<file path="src/rtl/mdu_pkg.sv">
// Shared types for the sequential multiply/divide unit.
package mdu_pkg;

    localparam int unsigned MDU_OP_W = 3;

    typedef enum logic [MDU_OP_W-1:0] {
        MULT  = 3'd0,
        MULTU = 3'd1,
        DIV   = 3'd2,
        DIVU  = 3'd3,
        MTHI  = 3'd4,
        MTLO  = 3'd5
    } mdu_op_t;

    typedef enum logic [1:0] {
        IDLE = 2'd0,
        CALC = 2'd1,
        FIX  = 2'd2
    } mdu_state_t;

    // True for the operations that treat operands as two's complement.
    function automatic logic is_signed_op(input mdu_op_t op);
        return (op == MULT) || (op == DIV);
    endfunction

    // True for the divide family (selects the divide iteration and result map).
    function automatic logic is_div_op(input mdu_op_t op);
        return (op == DIV) || (op == DIVU);
    endfunction

endpackage

</file>
<file path="src/rtl/mult_div_unit_if.sv">
// Request/response bundle between the pipeline and the multiply/divide unit.
interface mult_div_unit_if
    import mdu_pkg::*;
#(
    parameter int unsigned WIDTH = 32
);
    logic                start;
    logic [MDU_OP_W-1:0] op;
    logic [WIDTH-1:0]    a;
    logic [WIDTH-1:0]    b;
    logic                busy;
    logic                done;
    logic [WIDTH-1:0]    hi;
    logic [WIDTH-1:0]    lo;

    modport master (output start, op, a, b, input busy, done, hi, lo);
    modport slave  (input start, op, a, b, output busy, done, hi, lo);

endinterface

</file>
<file path="src/rtl/mult_div_unit.sv">
// Iterative radix-2 multiply / restoring divide with architectural HI/LO.
module mult_div_unit
    import mdu_pkg::*;
#(
    parameter int unsigned WIDTH = 32
) (
    input  logic              clk,
    input  logic              rst_n,
    mult_div_unit_if.slave    bus
);

    localparam int unsigned CNT_W = $clog2(WIDTH) + 1;
    localparam int unsigned ACC_W = 2 * WIDTH;

    mdu_state_t        state;
    mdu_op_t           op_r;
    logic [CNT_W-1:0]  cnt;
    logic [ACC_W-1:0]  acc;
    logic [WIDTH-1:0]  opnd;
    logic              neg_q;
    logic              neg_r;
    logic [WIDTH-1:0]  hi_r;
    logic [WIDTH-1:0]  lo_r;
    logic              done_r;

    mdu_op_t           op_in;
    logic              in_signed;
    logic [WIDTH-1:0]  a_mag;
    logic [WIDTH-1:0]  b_mag;
    logic              div_zero;
    logic              div_ovf;

    logic [WIDTH:0]    mul_sum;
    logic [ACC_W-1:0]  mul_next;
    logic [WIDTH:0]    div_trial;
    logic              div_ge;
    logic [WIDTH-1:0]  div_rem;
    logic [ACC_W-1:0]  div_next;

    logic [ACC_W-1:0]  prod_fix;
    logic [WIDTH-1:0]  quo_fix;
    logic [WIDTH-1:0]  rem_fix;

    // Request decode: operand magnitudes and special-case divides.
    always_comb begin
        op_in     = mdu_op_t'(bus.op);
        in_signed = is_signed_op(op_in);
        a_mag     = (in_signed && bus.a[WIDTH-1]) ? WIDTH'(WIDTH'(0) - bus.a) : bus.a;
        b_mag     = (in_signed && bus.b[WIDTH-1]) ? WIDTH'(WIDTH'(0) - bus.b) : bus.b;
        div_zero  = (bus.b == '0);
        div_ovf   = (op_in == DIV) && (bus.a == {1'b1, {(WIDTH-1){1'b0}}}) && (bus.b == '1);
    end

    // One iteration step of each core; both operate on the shared accumulator.
    always_comb begin
        mul_sum   = {1'b0, acc[ACC_W-1:WIDTH]} + (acc[0] ? {1'b0, opnd} : {(WIDTH+1){1'b0}});
        mul_next  = {mul_sum, acc[WIDTH-1:1]};
        div_trial = {acc[ACC_W-1:WIDTH], acc[WIDTH-1]};
        div_ge    = (div_trial >= {1'b0, opnd});
        div_rem   = div_ge ? WIDTH'(div_trial - {1'b0, opnd}) : div_trial[WIDTH-1:0];
        div_next  = {div_rem, acc[WIDTH-2:0], div_ge};
    end

    // Sign correction applied in FIX (special divides arrive with flags cleared).
    always_comb begin
        prod_fix = neg_q ? ACC_W'(ACC_W'(0) - acc) : acc;
        quo_fix  = neg_q ? WIDTH'(WIDTH'(0) - acc[WIDTH-1:0]) : acc[WIDTH-1:0];
        rem_fix  = neg_r ? WIDTH'(WIDTH'(0) - acc[ACC_W-1:WIDTH]) : acc[ACC_W-1:WIDTH];
    end

    // Control FSM, iteration datapath and HI/LO registers.
    always_ff @(posedge clk or negedge rst_n) begin
        if (!rst_n) begin
            state  <= IDLE;
            op_r   <= MULT;
            cnt    <= '0;
            acc    <= '0;
            opnd   <= '0;
            neg_q  <= 1'b0;
            neg_r  <= 1'b0;
            hi_r   <= '0;
            lo_r   <= '0;
            done_r <= 1'b0;
        end else begin
            done_r <= 1'b0;
            case (state)
                IDLE: begin
                    if (bus.start) begin
                        case (op_in)
                            MTHI: hi_r <= bus.a;
                            MTLO: lo_r <= bus.a;
                            MULT, MULTU: begin
                                op_r  <= op_in;
                                opnd  <= a_mag;
                                acc   <= {{WIDTH{1'b0}}, b_mag};
                                neg_q <= in_signed & (bus.a[WIDTH-1] ^ bus.b[WIDTH-1]);
                                neg_r <= 1'b0;
                                cnt   <= '0;
                                state <= CALC;
                            end
                            DIV, DIVU: begin
                                op_r <= op_in;
                                cnt  <= '0;
                                if (div_zero) begin
                                    acc   <= {bus.a, {WIDTH{1'b1}}};
                                    neg_q <= 1'b0;
                                    neg_r <= 1'b0;
                                    state <= FIX;
                                end else if (div_ovf) begin
                                    acc   <= {{WIDTH{1'b0}}, bus.a};
                                    neg_q <= 1'b0;
                                    neg_r <= 1'b0;
                                    state <= FIX;
                                end else begin
                                    opnd  <= b_mag;
                                    acc   <= {{WIDTH{1'b0}}, a_mag};
                                    neg_q <= in_signed & (bus.a[WIDTH-1] ^ bus.b[WIDTH-1]);
                                    neg_r <= in_signed & bus.a[WIDTH-1];
                                    state <= CALC;
                                end
                            end
                            default: ;
                        endcase
                    end
                end
                CALC: begin
                    acc <= is_div_op(op_r) ? div_next : mul_next;
                    cnt <= cnt + CNT_W'(1);
                    if (cnt == CNT_W'(WIDTH - 1)) begin
                        state <= FIX;
                    end
                end
                FIX: begin
                    if (is_div_op(op_r)) begin
                        hi_r <= rem_fix;
                        lo_r <= quo_fix;
                    end else begin
                        hi_r <= prod_fix[ACC_W-1:WIDTH];
                        lo_r <= prod_fix[WIDTH-1:0];
                    end
                    done_r <= 1'b1;
                    state  <= IDLE;
                end
                default: state <= IDLE;
            endcase
        end
    end

    // Handshake and architectural outputs come straight from registers.
    assign bus.busy = (state != IDLE);
    assign bus.done = done_r;
    assign bus.hi   = hi_r;
    assign bus.lo   = lo_r;

endmodule
</file>
<file path="src/flat_wrapper.sv">
// flat-port wrapper written by rule: the top's interface ports become plain ports
module mult_div_unit_flat import mdu_pkg::*;
#(
    parameter int unsigned WIDTH = 32
)
  (clk, rst_n, bus_start, bus_op, bus_a, bus_b, bus_busy, bus_done, bus_hi, bus_lo);
  mult_div_unit_if #(.WIDTH(WIDTH)) bus_i ();
  input  logic clk;
  input  logic rst_n;
  input wire logic [$bits(bus_i.start)-1:0] bus_start;
  input wire logic [$bits(bus_i.op)-1:0] bus_op;
  input wire logic [$bits(bus_i.a)-1:0] bus_a;
  input wire logic [$bits(bus_i.b)-1:0] bus_b;
  output wire logic [$bits(bus_i.busy)-1:0] bus_busy;
  output wire logic [$bits(bus_i.done)-1:0] bus_done;
  output wire logic [$bits(bus_i.hi)-1:0] bus_hi;
  output wire logic [$bits(bus_i.lo)-1:0] bus_lo;
  assign bus_i.start = bus_start;
  assign bus_i.op = bus_op;
  assign bus_i.a = bus_a;
  assign bus_i.b = bus_b;
  assign bus_busy = bus_i.busy;
  assign bus_done = bus_i.done;
  assign bus_hi = bus_i.hi;
  assign bus_lo = bus_i.lo;
  mult_div_unit #(.WIDTH(WIDTH)) u_core (.clk(clk), .rst_n(rst_n), .bus(bus_i));
endmodule
</file>
<file path="config.mk">
export PLATFORM = sky130hd
export DESIGN_NAME = mult_div_unit_flat
export DESIGN_NICKNAME = d
export VERILOG_FILES = /design/src/rtl/mdu_pkg.sv /design/src/rtl/mult_div_unit_if.sv /design/src/rtl/mult_div_unit.sv /design/src/flat_wrapper.sv
export SDC_FILE = /design/constraint.sdc
export NUM_CORES = 1
export LEC_CHECK = 0
export ABC_AREA = 1
export CORE_AREA = 2 2 254 256
export DETAILED_ROUTE_END_ITERATION = 16
export DIE_AREA = 0 0 256 258
export SLEW_MARGIN = 20
export SYNTH_ARGS = -nofsm -noshare
export SYNTH_HDL_FRONTEND = slang
export SYNTH_SLANG_ARGS = --single-unit
</file>
<file path="constraint.sdc">
create_clock -name clk -period 4 [get_ports clk]
set_input_delay 0.6 -clock clk [delete_from_list [all_inputs] [get_ports clk]]
set_output_delay 0.6 -clock clk [all_outputs]
set_load 0.01 [all_outputs]
</file>
# --- Word-level counts from Yosys, hierarchy flattened ---
# Index checks and enable logic that the tools add are counted.
classes:
  addsub: 8
  order_cmp: 1
  n_eq_ne: 20
  n_mux: 40
  n_bitwise: 3
  reduce_logical: 24
op_table:
  columns: ["cell", "n"]
  rows:
  - ["32-bit two-way mux", 15]
  - ["64-bit two-way mux", 4]
  - ["64-bit one-hot mux with 2 select lines", 2]
  - ["32-bit one-hot mux with 2 select lines", 3]
  - ["1-bit by 32-bit subtractor with 32-bit output, first input constant", 4]
  - ["32-bit == test, second input constant", 2]
  - ["1-bit by 64-bit subtractor with 64-bit output, first input constant", 1]
  - ["32-bit by 32-bit adder with 33-bit output", 1]
  - ["33-bit by 32-bit >= comparator with 1-bit output", 1]
  - ["32-bit zero test", 1]
  - ["32-bit subtractor", 1]
  - ["3-bit AND reduction", 7]
  - ["3-bit by 2-bit == test with 1-bit output, second input constant", 4]
  - ["6-bit two-way mux", 2]
  - ["2-bit != test, second input constant", 6]
  - ["6-bit one-hot mux with 2 select lines", 1]
  - ["2-bit two-way mux", 4]
  - ["2-bit one-hot mux with 2 select lines", 2]
  - ["2-bit nonzero test", 4]
  - ["6-bit by 1-bit adder with 6-bit output, second input constant", 1]
  - ["3-bit == test, second input constant", 2]
  - ["6-bit by 5-bit == test with 1-bit output, second input constant", 1]
  - ["1-bit two-way mux", 5]
  - ["5-bit AND reduction", 1]
  - ["14 further kinds", 21]
word_totals:
  ff_bits: 174
  inputBits: 70
  out_inout_bits: 66
  word_cells: 106

# --- Longest topological paths before layout ---
logic_depth:
  ltp_word: 9
  mapped_depth: 20
  depth_no_buf: 18

# --- Least setup slack after synthesis ---
# Ideal clock, no wire load.
synth_timing:
  path_kind: "register to register"
  from: "register u_core.acc[0]"
  to: "register u_core.acc[45]"
  t_arrival_ns: 2.361
  required_time_ns: 3.880
  path_slack_ns: 1.519
  stages_incl_launch_ff: 18
  period_less_slack_ns: 2.481
  path_cell_list: "dfrtp_1 buf_2 clkbuf_1 nand2_1 inv_1 ha_1 fa_1 nand2_1 nand2_1 nand3b_1 nand2_1 nand3_1 nand2_1 or2_2 nand3_1 nand3_2 nand2_1 a21oi_2"
synth_between:
  elab_chain_cells: 4
synth_rtl:
  columns: ["item", "line_no", "rtl"]
  rows:
  - ["start, declared", "mult_div_unit.sv:18", "logic [ACC_W-1:0] acc;"]
  - ["start signal, assigned", "mult_div_unit.sv:95", "acc <= {{WIDTH{1'b0}}, b_mag};"]
  - ["start signal, assigned", "mult_div_unit.sv:105", "acc <= {bus.a, {WIDTH{1'b1}}};"]
  - ["start signal, assigned", "mult_div_unit.sv:110", "acc <= {{WIDTH{1'b0}}, bus.a};"]
  - ["32-bit two-way mux", "mult_div_unit.sv:56", "mul_sum = {1'b0, acc[ACC_W-1:WIDTH]} + (acc[0] ? {1'b0, opnd} : {(WIDTH+1){1'b0}});"]
  - ["32-bit by 32-bit adder with 33-bit output", "mult_div_unit.sv:56", null]
  - ["64-bit two-way mux", "mult_div_unit.sv:127", "acc <= is_div_op(op_r) ? div_next : mul_next;"]
  - ["64-bit one-hot mux with 2 select lines", "mult_div_unit.sv:86", "case (state)"]
# Every way passes these cells.
# A chain may end at the register's enable or synchronous reset.

# --- Final worst setup path ---
layout_timing:
  from: "register u_core.state[0]"
  to: "register u_core.lo_r[10] (netlist: u_core.bus.lo[10])"
layout_between:
  elab_chain_cells: 3
  elab_cells_between_ends: 7
layout_rtl:
  columns: ["item", "line_no", "rtl"]
  rows:
  - ["start, declared", "mult_div_unit.sv:15", "mdu_state_t state;"]
  - ["start signal, assigned", "mult_div_unit.sv:74", "state <= IDLE;"]
  - ["start signal, assigned", "mult_div_unit.sv:99", "state <= CALC;"]
  - ["start signal, assigned", "mult_div_unit.sv:108", "state <= FIX;"]
  - ["2-bit == test / 2-bit zero test (equally long branches)", "mult_div_unit.sv:86", null]
  - ["2-bit nonzero test (no line) / 2-bit != test (equally long branches)", null, null]
  - ["3-bit AND reduction (no line)", null, null]
  - ["end signal, assigned", "mult_div_unit.sv:91", "MTLO: lo_r <= bus.a;"]
  - ["end signal, assigned", "mult_div_unit.sv:136", "lo_r <= quo_fix;"]
  - ["end signal, assigned", "mult_div_unit.sv:139", "lo_r <= prod_fix[WIDTH-1:0];"]
  - ["end, declared", "mult_div_unit.sv:23", "logic [WIDTH-1:0] lo_r;"]
# Parallel ways exist; a longest one is shown, timed or not.

==> reports/qor.tcl <==
set qor(final_critical_path_setup_slack_ns) 0.482
set qor(setup_repair_bufs_after_cts) 0
set qor(final.hold.worst_slack_ns) 0.0907
set qor(initial_utilization) 0.296
set qor(max_slew.worst_pin.slew_ns) 1.03
set qor(cp_max_fo) 39
set qor(synth.distinct_cells) 61
set qor(worst_path_cell_with_the_longest_stage_delay) {sky130_fd_sc_hd__clkinv_1}
set qor(cp_num_buf_inv) 4
set qor(syn2layout_area_growth_pct) 16.0
set qor(drcViolationCount) 0
set qor(finClkSkew_ns) 0.0120
set qor(tcrit_tclk_final) 0.879
set qor(clkSlewWorstSetupHoldPaths_ns) 0.08
set qor(clock_sink_count) 173
set qor(worstSkewPairLatency_ns) 0.50
set qor(port_buffers) 135
set qor(achievable-frequency_mhz) 284
set qor(synth_area_sq_um) 18800
set qor(mappedNetlistNets) 3360
set qor(cts_root_buffer) {sky130_fd_sc_hd__clkbuf_16}
set qor(critPathRequiredTime_ns) 4.37
set qor(globalRouteTotalUtil) 0.277
set qor(rows) 93
set qor(io-pin-count) 136
set qor(crit_arrival_ns) 3.88
set qor(hold_viol) 0
set qor(worst_setup_path_end_kind) {register}
set qor(synthesis_stage_register_bit_count) 173
set qor(p_per_area_nw_per_um2) 974
set qor(slew-limit-headroom) 0.311
set qor(route.antenna.remaining_nets) 0
set qor(grt_pass1_wl_um) 137000
set qor(leakage_nw) 10.7
set qor(critPathLaunchType) {register}
set qor(timing_max_transition_violations_final) 0
set qor(area_fraction_of_the_dominant_cell_type_after_synthesis) 0.230
set qor(r2r_slack_ns) 0.48
set qor(totalNegativeSetupSlack_ns) 0
set qor(clock_tree.buffer_depth) 2
set qor(max-cap-violations) 0
set qor(dpl_worst_slack_ns) 0.558
set qor(drtPass1Iterations) 6
set qor(h-tree-depth) 4
set qor(initial_antenna_violation_count) 1
set qor(yosysMostFrequentCell) {sky130_fd_sc_hd__nand2_1}
set qor(critical_path.top_delay_family) {buffers and inverters}
set qor(synthTopCellsByCount) {sky130_fd_sc_hd__nand2_1, sky130_fd_sc_hd__nor2_1, sky130_fd_sc_hd__inv_1}
set qor(coreArea_sq_um) 63600
set qor(antenna_diode_count) 0
set qor(finalWeightedCongestion) 1.03
set qor(share_of_layout_cells_above_drive_strength_1) 0.0576
set qor(placed_cell_area_sq_um) 21300
set qor(globalRoute.totalOverflow) 0
set qor(crit_chain) {nor2_4 -> buf_4 -> clkinv_1 -> nand2_1 -> buf_4 -> clkinv_1 -> nor2_1 -> a21oi_1}
set qor(routed_wl_um) 93700
set qor(syn_area_per_cell_sq_um) 5.85
set qor(yosys_warnings) 0
set qor(rsz0062_at_grt) {no}
set qor(die_width_um) 256
set qor(peakVddDrop_v) 0.000759
set qor(critical_path.reg2reg.startpoint) {u_core.state[0]$_DFFE_PN0P_}
set qor(report.power.total_mw) 21.3
set qor(async_flop_share) 1.00
set qor(hold_path_class) {primary input to async pin}
set qor(synthCells) 3218
set qor(synth_flop_cell) {sky130_fd_sc_hd__dfrtp_1}
set qor(wl_per_cell_um) 22.4
set qor(cts_tree) {yes}
set qor(finalSetupViolCount) 0
set qor(number_of_global_route_vias_before_repair) 20900
set qor(status) {finished, final reports clean}
set qor(largest_net_degree_at_the_start_of_global_routing) 89
set qor(dp_hpwl_um) 76400
set qor(max_stage_delay_ns) 0.82
set qor(synth_seq_area_share) 0.230
set qor(worst-setup-path-type) {register to register}
set qor(cts_buffer_count) 17
set qor(drt-initial-drc-count) 2606
set qor(cts_hold_buf) 0
set qor(area_of_the_die_sq_um) 66000
set qor(synth-edff-count) 0
set qor(r2r-end) {u_core.bus.lo[10]$_DFFE_PN0P_}
set qor(via_count) 22500
set qor(drt-vias-per-instance) 5.37
set qor(postCtsResizedCells) 0
set qor(timing.reg2reg.worst_path_depth) 8
set qor(synth.largest_area_cell) {sky130_fd_sc_hd__dfrtp_1}
set qor(netlist_top_cells_area) {sky130_fd_sc_hd__dfrtp_1, sky130_fd_sc_hd__nand2_1, sky130_fd_sc_hd__nor2_1}
set qor(nNetsFinal) 3466
set qor(die_height_um) 258
set qor(final_period_minus_worst_setup_slack_ns) 3.52
set qor(finalInstanceArea_sq_um) 21800
[per-stage QoR]
stage / utilization / cells
after detailed placement: 0.334 / 4160
after floorplan: - / 3218
final: 0.343 / 4190
after CTS: 0.343 / 4190
after global routing: 0.343 / 4190
after global placement: 0.334 / 4160
[layout make-up]
| cell class | instances | area, sq um |
|---|---|---|
| inverter | 439 | 1650 |
| sequential | 173 | 4330 |
| fill | 7212 | 41800 |
| timing repair buffer | 195 | 1840 |
| tap | 855 | 1070 |
| clock buffer | 18 | 439 |
| clock inverter | 12 | 128 |
| multi-input combinational | 2498 | 12400 |
[routing by layer]
metal,up-vias,track usage,share of wire,wire length (um)
met5,-,0,0,0
met4,0,0.128,0.048,4490
met3,191,0.0446,0.086,8060
met2,1136,0.434,0.44,41500
met1,10500,0.373,0.42,39600
li1,10600,-,-,-
[sequential cells by signal, summed over array words and instances, names as in the netlist]
| name | cells |
|---|---|
| u_core.bus.lo | 32 |
| u_core.neg_r | 1 |
| u_core.acc | 64 |
| u_core.bus.hi | 32 |
| u_core.opnd | 32 |
| u_core.op_r | 2 |
| u_core.cnt | 6 |
| u_core.neg_q | 1 |
| u_core.bus.done | 1 |
| u_core.state | 2 |
[worst max-delay path by stage]
stage	to	slack, ns	cells past startpoint	startpoint
floorplan	u_core.acc[45]$_DFFE_PN0P_	1.52	17	u_core.acc[0]$_DFFE_PN0P_
global placement	u_core.opnd[22]$_DFFE_PN0P_	0.53	13	bus_a[24]
detailed placement	u_core.opnd[28]$_DFFE_PN0P_	0.56	14	bus_a[25]
CTS	u_core.acc[51]$_DFFE_PN0P_	0.76	15	u_core.acc[0]$_DFFE_PN0P_
global route	u_core.bus.lo[10]$_DFFE_PN0P_	0.20	9	u_core.state[1]$_DFFE_PN0P_
finish	u_core.bus.lo[10]$_DFFE_PN0P_	0.48	8	u_core.state[0]$_DFFE_PN0P_
[worst reg2reg max path: stages, from the launching register on]
cell	delay (ns)
sky130_fd_sc_hd__dfrtp_1	0.51
sky130_fd_sc_hd__nor2_4	0.14
sky130_fd_sc_hd__buf_4	0.29
sky130_fd_sc_hd__clkinv_1	0.54
sky130_fd_sc_hd__nand2_1	0.22
sky130_fd_sc_hd__buf_4	0.30
sky130_fd_sc_hd__clkinv_1	0.82
sky130_fd_sc_hd__nor2_1	0.45
sky130_fd_sc_hd__a21oi_1	0.12
[report_power, final]
part | total, mW | internal, mW | switching (mW)
logic | 15.8 | 4.98 | 10.8
clock network | 1.75 | 0.887 | 0.859
registers | 3.69 | 2.61 | 1.09
[cells in the final DEF (no fill, tap or decap), drive strengths merged, types with 36 or more instances in the layout]
master	netlist	layout
xor2	56	56
ha	70	70
a21oi	218	218
buf	36	61
nor2	463	463
clkdlybuf4s50	0	134
o21ai	225	225
nor3	40	40
a31oi	36	36
nand4	48	48
dfrtp	173	173
nand3	297	297
nand2	906	906
inv	436	444
[kinds of logic after synthesis]
family	after synthesis	synth area share
compound gates	569	0.168
simple gates	1793	0.409
buf+inv	547	0.115
xor+xnor	64	0.0298
fa+ha+maj	72	0.0487
flops	173	0.230
No activity file was read; power rests on OpenSTA's default activity.
